===== src/rtl/wb_xbar_pkg.sv =====
// rtl/wb_xbar_pkg.sv - shared constants, arbiter state encoding and clog2 helper for the WISHBONE crossbar
package wb_xbar_pkg;

    function automatic int clog2(input int value);
        int r;
        r = 0;
        for (int i = 0; i < 31; i++) begin
            if ((1 << i) < value) begin
                r = i + 1;
            end
        end
        return r;
    endfunction

    // Sized for the largest supported crossbar (8 masters, 16 slaves).
    localparam int MIDX_W = clog2(8);
    localparam int SIDX_W = clog2(16);

    typedef enum logic {
        ST_IDLE  = 1'b0,
        ST_OWNED = 1'b1
    } arb_state_e;

endpackage


===== src/rtl/wb_xbar_slave_arb.sv =====
// rtl/wb_xbar_slave_arb.sv - per-slave arbiter: IDLE/OWNED FSM with fixed-priority or round-robin selection
//
// Ports:
//   clk_i, rst_i : clock, synchronous active-high reset
//   req          : per-master request for this slave (already filtered for eligibility)
//   cyc          : per-master cycle signal; the owner keeps the grant while its bit is high
//   kill         : per-master forced release (watchdog expiry)
//   owner, valid : current owner index and ownership flag (both registered)
module wb_xbar_slave_arb
    import wb_xbar_pkg::*;
#(
    parameter int NUM_M = 2,
    parameter int RR_EN = 1
) (
    input  logic              clk_i,
    input  logic              rst_i,
    input  logic [NUM_M-1:0]  req,
    input  logic [NUM_M-1:0]  cyc,
    input  logic [NUM_M-1:0]  kill,
    output logic [MIDX_W-1:0] owner,
    output logic              valid
);

    arb_state_e        state, state_nxt;
    logic [MIDX_W-1:0] owner_q, owner_nxt;
    logic [MIDX_W-1:0] last_q, last_nxt;
    logic [MIDX_W-1:0] win;
    logic              win_ok;
    logic              hold;

    always_comb begin
        win    = '0;
        win_ok = 1'b0;
        // Priority slot i maps to master (last+1+i) mod NUM_M in round-robin
        // mode, or to master i in fixed-priority mode.
        for (int i = 0; i < NUM_M; i++) begin
            for (int j = 0; j < NUM_M; j++) begin
                if (!win_ok && req[j] &&
                    j == ((RR_EN != 0) ? (int'(last_q) + 1 + i) % NUM_M : i)) begin
                    win_ok = 1'b1;
                    win    = MIDX_W'(j);
                end
            end
        end

        hold = 1'b0;
        for (int j = 0; j < NUM_M; j++) begin
            if (owner_q == MIDX_W'(j)) begin
                hold = cyc[j] && !kill[j];
            end
        end

        state_nxt = state;
        owner_nxt = owner_q;
        last_nxt  = last_q;
        case (state)
            ST_IDLE: begin
                if (win_ok) begin
                    state_nxt = ST_OWNED;
                    owner_nxt = win;
                    last_nxt  = win;
                end
            end
            ST_OWNED: begin
                // Release always passes through IDLE, so a waiting master is
                // granted one cycle after the release edge.
                if (!hold) begin
                    state_nxt = ST_IDLE;
                end
            end
            default: state_nxt = ST_IDLE;
        endcase
    end

    always_ff @(posedge clk_i) begin
        if (rst_i) begin
            state   <= ST_IDLE;
            owner_q <= '0;
            last_q  <= MIDX_W'(NUM_M - 1);
        end else begin
            state   <= state_nxt;
            owner_q <= owner_nxt;
            last_q  <= last_nxt;
        end
    end

    assign owner = owner_q;
    assign valid = (state == ST_OWNED);

endmodule


===== src/rtl/wb_xbar_nxm.sv =====
// rtl/wb_xbar_nxm.sv - NUM_M x NUM_S WISHBONE crossbar with per-slave arbitration, illegal-address error and watchdog
//
// Ports:
//   clk_i, rst_i                       : clock, synchronous active-high reset
//   m_cyc_i/m_stb_i/m_we_i             : per-master bus controls
//   m_adr_i, m_dat_i                   : packed master addresses / write data
//   m_dat_o, m_ack_o/m_err_o/m_rty_o   : packed read data and terminations back to masters
//   s_cyc_o/s_stb_o/s_we_o             : per-slave bus controls
//   s_adr_o, s_dat_o                   : packed low address bits / write data to slaves
//   s_dat_i, s_ack_i/s_err_i/s_rty_i   : slave read data and terminations
module wb_xbar_nxm
    import wb_xbar_pkg::*;
#(
    parameter int NUM_M     = 2,
    parameter int NUM_S     = 12,
    parameter int ADR_W     = 7,
    parameter int SLV_ADR_W = 3,
    parameter int DAT_W     = 8,
    parameter int RR_EN     = 1,
    parameter int TIMEOUT   = 255
) (
    input  logic                       clk_i,
    input  logic                       rst_i,
    input  logic [NUM_M-1:0]           m_cyc_i,
    input  logic [NUM_M-1:0]           m_stb_i,
    input  logic [NUM_M-1:0]           m_we_i,
    input  logic [NUM_M*ADR_W-1:0]     m_adr_i,
    input  logic [NUM_M*DAT_W-1:0]     m_dat_i,
    output logic [NUM_M*DAT_W-1:0]     m_dat_o,
    output logic [NUM_M-1:0]           m_ack_o,
    output logic [NUM_M-1:0]           m_err_o,
    output logic [NUM_M-1:0]           m_rty_o,
    output logic [NUM_S-1:0]           s_cyc_o,
    output logic [NUM_S-1:0]           s_stb_o,
    output logic [NUM_S-1:0]           s_we_o,
    output logic [NUM_S*SLV_ADR_W-1:0] s_adr_o,
    output logic [NUM_S*DAT_W-1:0]     s_dat_o,
    input  logic [NUM_S*DAT_W-1:0]     s_dat_i,
    input  logic [NUM_S-1:0]           s_ack_i,
    input  logic [NUM_S-1:0]           s_err_i,
    input  logic [NUM_S-1:0]           s_rty_i
);

    localparam int IW    = ADR_W - SLV_ADR_W;
    localparam int CNT_W = (TIMEOUT < 2) ? 1 : clog2(TIMEOUT + 1);

    function automatic logic [31:0] idx_of(input logic [ADR_W-1:0] adr);
        return 32'(adr[ADR_W-1:SLV_ADR_W]);
    endfunction

    logic [MIDX_W-1:0] arb_owner [NUM_S];
    logic [NUM_S-1:0]  arb_valid;
    logic [NUM_M-1:0]  slv_req   [NUM_S];

    logic [NUM_M-1:0]  own, r_ack, r_err, r_rty;
    logic [NUM_M-1:0]  term, stall, wd_exp, blk;
    logic [NUM_M-1:0]  ill_req, ill_fire, ill_prev, ill_err;
    logic [ADR_W-1:0]  ill_adr [NUM_M];
    logic [CNT_W-1:0]  wd_cnt  [NUM_M];

    // Master-side return path, illegal-address detection and watchdog expiry.
    always_comb begin
        m_dat_o  = '0;
        m_ack_o  = '0;
        m_err_o  = '0;
        m_rty_o  = '0;
        own      = '0;
        r_ack    = '0;
        r_err    = '0;
        r_rty    = '0;
        term     = '0;
        stall    = '0;
        wd_exp   = '0;
        ill_req  = '0;
        ill_fire = '0;
        for (int m = 0; m < NUM_M; m++) begin
            for (int s = 0; s < NUM_S; s++) begin
                if (arb_valid[s] && arb_owner[s] == MIDX_W'(m)) begin
                    own[m]   = 1'b1;
                    r_ack[m] = s_ack_i[s];
                    r_err[m] = s_err_i[s];
                    r_rty[m] = s_rty_i[s];
                    m_dat_o[m*DAT_W +: DAT_W] = s_dat_i[s*DAT_W +: DAT_W];
                end
            end
            m_ack_o[m] = r_ack[m] && m_stb_i[m];
            m_rty_o[m] = r_rty[m] && m_stb_i[m];

            ill_req[m]  = m_cyc_i[m] && m_stb_i[m] &&
                          (idx_of(m_adr_i[m*ADR_W +: ADR_W]) >= 32'(NUM_S));
            // Fire once per strobe/address; a held strobe on the same bad
            // address does not re-trigger.
            ill_fire[m] = ill_req[m] &&
                          !(ill_prev[m] && m_adr_i[m*ADR_W +: ADR_W] == ill_adr[m]);

            // Watchdog expiry is excluded from term so that a slave
            // termination in the expiry cycle takes precedence.
            term[m]   = m_ack_o[m] || m_rty_o[m] || (r_err[m] && m_stb_i[m]) || ill_err[m];
            stall[m]  = m_stb_i[m] && !term[m];
            // Counter holds the stalls before this cycle; expiry is on the
            // TIMEOUT-th stalled cycle.
            wd_exp[m] = (TIMEOUT != 0) && stall[m] && (wd_cnt[m] == CNT_W'(TIMEOUT - 1));

            m_err_o[m] = (r_err[m] && m_stb_i[m]) || ill_err[m] || wd_exp[m];
        end
    end

    // A master may request only while it owns nothing and is not locked out
    // by a watchdog expiry.
    always_comb begin
        for (int s = 0; s < NUM_S; s++) begin
            slv_req[s] = '0;
            for (int m = 0; m < NUM_M; m++) begin
                slv_req[s][m] = m_cyc_i[m] && m_stb_i[m] && !own[m] && !blk[m] &&
                                (idx_of(m_adr_i[m*ADR_W +: ADR_W]) == 32'(s));
            end
        end
    end

    for (genvar s = 0; s < NUM_S; s++) begin : g_arb
        wb_xbar_slave_arb #(
            .NUM_M (NUM_M),
            .RR_EN (RR_EN)
        ) u_arb (
            .clk_i (clk_i),
            .rst_i (rst_i),
            .req   (slv_req[s]),
            .cyc   (m_cyc_i),
            .kill  (wd_exp),
            .owner (arb_owner[s]),
            .valid (arb_valid[s])
        );
    end

    // Slave-side forwarding from the current owner.
    always_comb begin
        s_cyc_o = '0;
        s_stb_o = '0;
        s_we_o  = '0;
        s_adr_o = '0;
        s_dat_o = '0;
        for (int s = 0; s < NUM_S; s++) begin
            for (int m = 0; m < NUM_M; m++) begin
                if (arb_valid[s] && arb_owner[s] == MIDX_W'(m)) begin
                    s_cyc_o[s] = m_cyc_i[m];
                    s_stb_o[s] = m_stb_i[m];
                    s_we_o[s]  = m_we_i[m];
                    s_adr_o[s*SLV_ADR_W +: SLV_ADR_W] = m_adr_i[m*ADR_W +: SLV_ADR_W];
                    s_dat_o[s*DAT_W +: DAT_W]         = m_dat_i[m*DAT_W +: DAT_W];
                end
            end
        end
    end

    always_ff @(posedge clk_i) begin
        if (rst_i) begin
            blk      <= '0;
            ill_prev <= '0;
            ill_err  <= '0;
            for (int m = 0; m < NUM_M; m++) begin
                wd_cnt[m]  <= '0;
                ill_adr[m] <= '0;
            end
        end else begin
            for (int m = 0; m < NUM_M; m++) begin
                if (!stall[m] || wd_exp[m]) begin
                    wd_cnt[m] <= '0;
                end else begin
                    wd_cnt[m] <= wd_cnt[m] + CNT_W'(1);
                end
                // Lockout after expiry lasts until cyc has been seen low.
                if (wd_exp[m]) begin
                    blk[m] <= 1'b1;
                end else if (!m_cyc_i[m]) begin
                    blk[m] <= 1'b0;
                end
                ill_prev[m] <= ill_req[m];
                ill_adr[m]  <= m_adr_i[m*ADR_W +: ADR_W];
                ill_err[m]  <= ill_fire[m];
            end
        end
    end

endmodule


===== config.mk =====
export PLATFORM = sky130hd
export DESIGN_NAME = wb_xbar_nxm
export DESIGN_NICKNAME = d
export VERILOG_FILES = /design/src/rtl/wb_xbar_pkg.sv /design/src/rtl/wb_xbar_slave_arb.sv /design/src/rtl/wb_xbar_nxm.sv
export SDC_FILE = /design/constraint.sdc
export NUM_CORES = 1
export LEC_CHECK = 0
export CAP_MARGIN = 20
export CORE_MARGIN = 2
export CORE_UTILIZATION = 49
export CTS_BUF_LIST = sky130_fd_sc_hd__clkbuf_16
export DETAILED_ROUTE_END_ITERATION = 7
export PLACE_DENSITY = 0.94
export RECOVER_POWER = 25
export SLEW_MARGIN = 10
export SYNTH_ARGS = -nofsm -noshare
export SYNTH_HDL_FRONTEND = slang
export SYNTH_SLANG_ARGS = --single-unit

===== constraint.sdc =====
create_clock -name clk_i -period 4.2 [get_ports clk_i]
set_clock_uncertainty 0.2 [all_clocks]
set_input_delay 0.84 -clock clk_i [delete_from_list [all_inputs] [get_ports clk_i]]
set_output_delay 0.84 -clock clk_i [all_outputs]
set_load 0.05 [all_outputs]

Yosys cells after proc, flatten, opt, wreduce, memory -nomap -nowiden. Memory sizes are Yosys's and may differ from the RTL's. Cells that the tools add are included. W data, S select, Z words.

Register bits: 90. Latch bits: 0. RAM bits: 30. ROM bits: 0. Input bits: 170. Output and inout bits: 190. Word-level logic and storage cells: 851. Memories kept: 2.

Memory list: wd_cnt (depth 2, width 8, rd ports 2, clocked after Yosys merged registers in 0, write ports 2, RTL line wb_xbar_nxm.sv:59) `logic [CNT_W-1:0] wd_cnt [NUM_M];`; ill_adr (depth 2, width 7, rd ports 2, clocked after Yosys merged registers in 0, write ports 2, RTL line wb_xbar_nxm.sv:58) `logic [ADR_W-1:0] ill_adr [NUM_M];`.

Add/subtract/negate cells: 26. Multiply operators: 0. Divide/modulo/power cells: 0. $lt $le $gt $ge: 2. Equal/unequal tests: 64. Shift operators: 0. Muxes and demuxes: 409. Bitwise gates (word level): 42. Reductions and logical operators: 266.

Operators by type and width (number): $logic_not A32 Y1 (24); $mux W8 (52); $add A32 B2 Y32 const B (12); $mux W1 (295); $logic_and A1 B1 Y1 (156); $mux W3 (48); $add A3 B1 Y4 const B (12); $eq A2 B2 Y1 const A (24); $logic_not A1 Y1 (48); $eq A3 B1 Y1 const B (12); $logic_not A3 Y1 (12); $eq A4 B3 Y1 const B (8); $eq A4 B4 Y1 const B (8); $pmux W1 S2 (12); $reduce_and A2 Y1 (12); $add A8 B1 Y8 const B (2); $eq A4 B2 Y1 const B (4); $eq A8 B8 Y1 const B (2); $eq A7 B7 Y1 (2); $mux W7 (2); $and A1 B1 Y1 (12); $and A1 B1 Y1 const A (12); $logic_or A1 B1 Y1 (12); $not A1 Y1 (12); other kinds (5) (14).

Depth between registers and ports, before layout.
Depth in word-level cells: 34. Gate-level depth with buffers: 10. Gate-level depth less buffers: 7.

Modules after synthesis. From an unflattened synthesis, not the netlist that was laid out.

Cell total of the unflattened synthesis: 1043. Area total of the unflattened synthesis: 8169.1 um^2.

Modules (own cells, without submodules): wb_xbar_nxm (instances 1, cells each 827, area each 6142.1 um^2); wb_xbar_slave_arb (instances 12, cells each 18, area each 168.9 um^2).

Worst setup path before layout. OpenSTA, ideal clock, no wires.

Kind: input -> output. Start point: input s_ack_i[1]. End point: output m_err_o[1]. Arrival: 3569 ps. Setup slack: -409 ps. Cell stages on the path: 8. Buffers on the path: 2. Path through: and3_1 > a311oi_1 > o31a_1 > o22ai_1 > or3b_1 > buf_2 > buf_2 > o21ai_0.

Cells in the longest elaborated chain, start to end: 19.

Ends and longest elaborated chain: start, declared (RTL line wb_xbar_nxm.sv:39) `input logic [NUM_S-1:0] s_ack_i,`; $mux W1 (11 in series) (RTL line wb_xbar_nxm.sv:78) `if (arb_valid[s] && arb_owner[s] == MIDX_W'(m)) begin`; $logic_and A1 B1 Y1 (RTL line wb_xbar_nxm.sv:86) `m_ack_o[m] = r_ack[m] && m_stb_i[m];`; named net m_ack_o[1] (RTL line wb_xbar_nxm.sv:30) `output logic [NUM_M-1:0] m_ack_o,`; $logic_or A1 B1 Y1 (3 in series) (RTL line wb_xbar_nxm.sv:98) `term[m] = m_ack_o[m] || m_rty_o[m] || (r_err[m] && m_stb_i[m]) || ill_err[m];`; $logic_not A1 Y1 (RTL line wb_xbar_nxm.sv:99) `stall[m] = m_stb_i[m] && !term[m];`; $logic_and A1 B1 Y1 (RTL line wb_xbar_nxm.sv:99); $logic_and A1 B1 Y1 (RTL line wb_xbar_nxm.sv:102) `wd_exp[m] = (TIMEOUT != 0) && stall[m] && (wd_cnt[m] == CNT_W'(TIMEOUT - 1));`; $logic_or A1 B1 Y1 (RTL line wb_xbar_nxm.sv:104) `m_err_o[m] = (r_err[m] && m_stb_i[m]) || ill_err[m] || wd_exp[m];`; end, declared (RTL line wb_xbar_nxm.sv:31) `output logic [NUM_M-1:0] m_err_o,`.

The timed path passes the listed nets, and every way through them passes these cells.

Worst setup path in the final report.
Start point: input s_rty_i[9]. End point: output m_err_o[0].

Cells in the longest elaborated chain, start to end: 11.

Ends and longest elaborated chain: start, declared (RTL line wb_xbar_nxm.sv:41) `input logic [NUM_S-1:0] s_rty_i`; $mux W1 (3 in series) (RTL line wb_xbar_nxm.sv:78); $logic_and A1 B1 Y1 (RTL line wb_xbar_nxm.sv:87) `m_rty_o[m] = r_rty[m] && m_stb_i[m];`; $logic_or A1 B1 Y1 (3 in series) (RTL line wb_xbar_nxm.sv:98); $logic_not A1 Y1 (RTL line wb_xbar_nxm.sv:99); $logic_and A1 B1 Y1 (RTL line wb_xbar_nxm.sv:99); $logic_and A1 B1 Y1 (RTL line wb_xbar_nxm.sv:102); $logic_or A1 B1 Y1 (RTL line wb_xbar_nxm.sv:104).

Every way passes these cells.

==> results.md <==
* Reg area at between 0.0015 and 0.002 mm²
* Most numerous cell on the critical path: o211ai_1
* Violated checks: DRC, capacitance limit, slew limit
* Ratio of cells with drive above 1 in the final layout at 0.0933
* TritonCTS clock tree: done
* Final Hold Viols at 0
* Hold_buf cts at 0
* Final period utilization at 0.967
* Post-synth ARST share at 0
* Largest cells by area after synthesis: mux2i_1, nor2b_1, dfxtp_1
* GRT Residual Overflow at 0
* Post-synth top area share at 0.177
* Final setup fails at 0
* Max-slew violations at 38
* IO Port Bufs at between 300 and 400
* FF+latch count, synth at 72
* Area of the multi-input gates at ~0.0069 mm²
* Final Cell Area at ~0.013 mm²
* Via-to-Cell Ratio at approximately 6.6
* Die area at about 0.020 mm²
* Ports at 360
* Gr usage total at 0.408
* Status: finished, violations left
* Tightest Pin Transition at between 1.5 and 2 ns
* Post-DP HPWL at between 30000 and 40000 µm
* P&R area growth vs syn at 46.5%
* Max-Slew Margin vs Limit at -0.217
* Fmax at between 0.2 and 0.25 GHz
* Final GP Congestion at a little under 1
* Clk sinks at around 70
* Setup CP Type: primary input to output pin
* Vias at around 12000
* Seq/Total Area, Yosys at 0.177
* HP Class: flop to flop
* DR WL/cell at between 20 and 25 µm
* Longest Clk Path Bufs at 2
* Resize count post-CTS at 0
* H-tree Lvls at 3
* Count leader, synth: nor2b_1
* Vias in the first global route at around 11000
* Cell Area, Placed at about 0.013 mm²
* DRC viols at 2
* Final net count at approximately 1700
* Cell taking the most area after synthesis: mux2i_1
* Post-synthesis cell area at about 0.0090 mm²
* Detailed Routing Iterations Pass 1 at 8
* Die H at around 140 µm
* CP max stage delay at between 0.4 and 0.5 ns
* Cell Rows at 49
* Die Wd at between 100 and 150 µm
* Top cells by count, synth: nor2b_1, mux2i_1, clkbuf_1
* Max-Cap Viols at 1
* Inst Count DP at about 1700
* Crit-path cells: clkdlybuf4s50_1 > a2111oi_2 > buf_4 > o211ai_1 > o211ai_1 > nand3_1 > or2_4 > nand2_1 > buf_12
* Clock transition at path regs at roughly 0.060 ns
* RSZ-0062 raised after global routing: false
* Slowest CP cell: clkdlybuf4s50_1
* Core Region at 0.0180 mm²
* Crit path arrival time at 3.02 ns
* Finished Layout Cells at roughly 1800
* First-pass GRT wire length at about 63000 µm
* Max rail drop VDD at 0.207 mV
* Endpoint type of the worst setup path: output pin
* Yosys warns at 0
* Initial core utilization at 0.502
* Largest net degree at the start of global routing at 38
* Distinct cells, synth at approximately 80
* CP Data Required Time at 3.16 ns
* Final TNS setup at 0 ns
* Root Driver: clkbuf_16
* Worst skew pair latency at 0.34 ns
* Post-detailed-route count of antenna-violating nets at 0
* First DRT Iteration DRCs at ~1400
* Lkg Pwr at about 0.0045 µW
* Tmin final at 4.06 ns
* Post-synth top flop: dfxtp_1
* Synthesized area per cell at 7.49 µm²
* Postcts setup bufs at 0
* Total of fill cells in the finished design at approximately 1400
* Worst setup SP type: primary input
* Critical Path Fanout Max at 3
* Detailed Route WL at between 40000 and 50000 µm
* Post-synth EDFFs at 16
* Initial antenna violation count at 2
* Num CTS Buffers at 9
* Cells after Synth at approximately 1200
* P per Cell Area at about 180 mW/mm²
## where the power goes
| group | internal, µW | switching, µW | total, µW | leakage [µW] |
|---|---|---|---|---|
| sequential | 732 | 21.5 | 754 | 0.000621 |
| combinational | 383 | 486 | 868 | 0.00372 |
| clock | 454 | 289 | 743 | 0.000147 |
## cell families after synthesis
kind of cell / count (synthesis) / share of synthesized area
xor+xnor: 25 / 0.0242
buf+inv: 148 / 0.0693
mux: 160 / 0.177
other cells: 1 / 0.000415
fa+ha+maj: 4 / 0.00554
simple gates: 490 / 0.304
compound gates: 308 / 0.242
flops: 72 / 0.177
## stage by stage
stage	hold WS, ns	utilization	total power (µW)	setup WS, ns
after CTS	0.279	0.739	2350	0.122
after global placement	0.246	0.723	1600	0.228
after global routing	0.299	0.735	2430	0.0113
after detailed placement	0.263	0.723	1610	0.142
after floorplan	0.236	-	1200	0.187
final	0.281	0.735	2370	0.140
## registers in the layout, indices dropped and copies added (netlist names)
name	cells
wd_cnt	16
ill_adr	14
g_arb.u_arb.last_q	12
g_arb.u_arb.owner	12
g_arb.u_arb.valid	12
blk	2
ill_err	2
ill_prev	2
## placed cells by master (no fill, tap or decap), types with 8 or more instances in the layout
cell	netlist	layout
a21oi_1	54	54
a221oi_1	17	17
a222oi_1	10	10
a311o_1	9	9
a311oi_1	23	23
a31o_2	8	8
a31oi_1	15	15
and2_1	17	17
and3_1	20	20
buf_12	0	26
buf_4	8	77
clkbuf_1	83	16
clkbuf_16	0	9
clkdlybuf4s50_1	0	295
conb_1	1	16
dfxtp_1	56	56
edfxtp_1	16	16
inv_1	12	13
mux2i_1	160	160
nand2_1	67	67
nand2b_1	14	14
nand3_1	33	33
nand3b_1	11	11
nor2_1	80	80
nor2b_1	193	193
nor3_1	17	17
o211ai_1	28	28
o21ai_0	61	60
o22ai_1	20	19
o311ai_0	18	18
xnor2_1	10	10
xor2_1	15	15
## routing by layer
layer,vias up,track usage,share of wire
met5,-,0,0
met4,0,0.223,0.065
met3,223,0.0860,0.11
met2,921,0.677,0.46
met1,5375,0.495,0.37
li1,5039,-,-
## area by class of cell
| cell class | count | area share |
|---|---|---|
| Sequential cell | 72 | 0.121 |
| Antenna cell | 2 | 0.000378 |
| Tap cell | 229 | 0.0216 |
| Timing Repair Buffer | 419 | 0.314 |
| Clock inverter | 7 | 0.00482 |
| Inverter | 12 | 0.00340 |
| Multi-Input combinational cell | 1003 | 0.518 |
| Clock buffer | 9 | 0.0170 |
## critical path: cells and delay by family
kind,cells,cell delay [ns]
buffers and inverters,3,0.81
and+or+nand+nor,3,0.66
AOI/OAI and AO/OA,3,0.69
## path summary, 6_finish.rpt
check	from	to	slack [ns]	cells past startpoint
hold / removal	g_arb[6].u_arb.last_q[0]	g_arb[6].u_arb.last_q[0]	0.28	1
setup / recovery	s_rty_i[9]	m_err_o[0]	0.14	9
setup reg to reg	g_arb[3].u_arb.valid	wd_cnt[1][5]	0.43	8
hold reg to reg	g_arb[6].u_arb.last_q[0]	g_arb[6].u_arb.last_q[0]	0.28	1
Note: power is estimated with default switching activity, not from simulation.
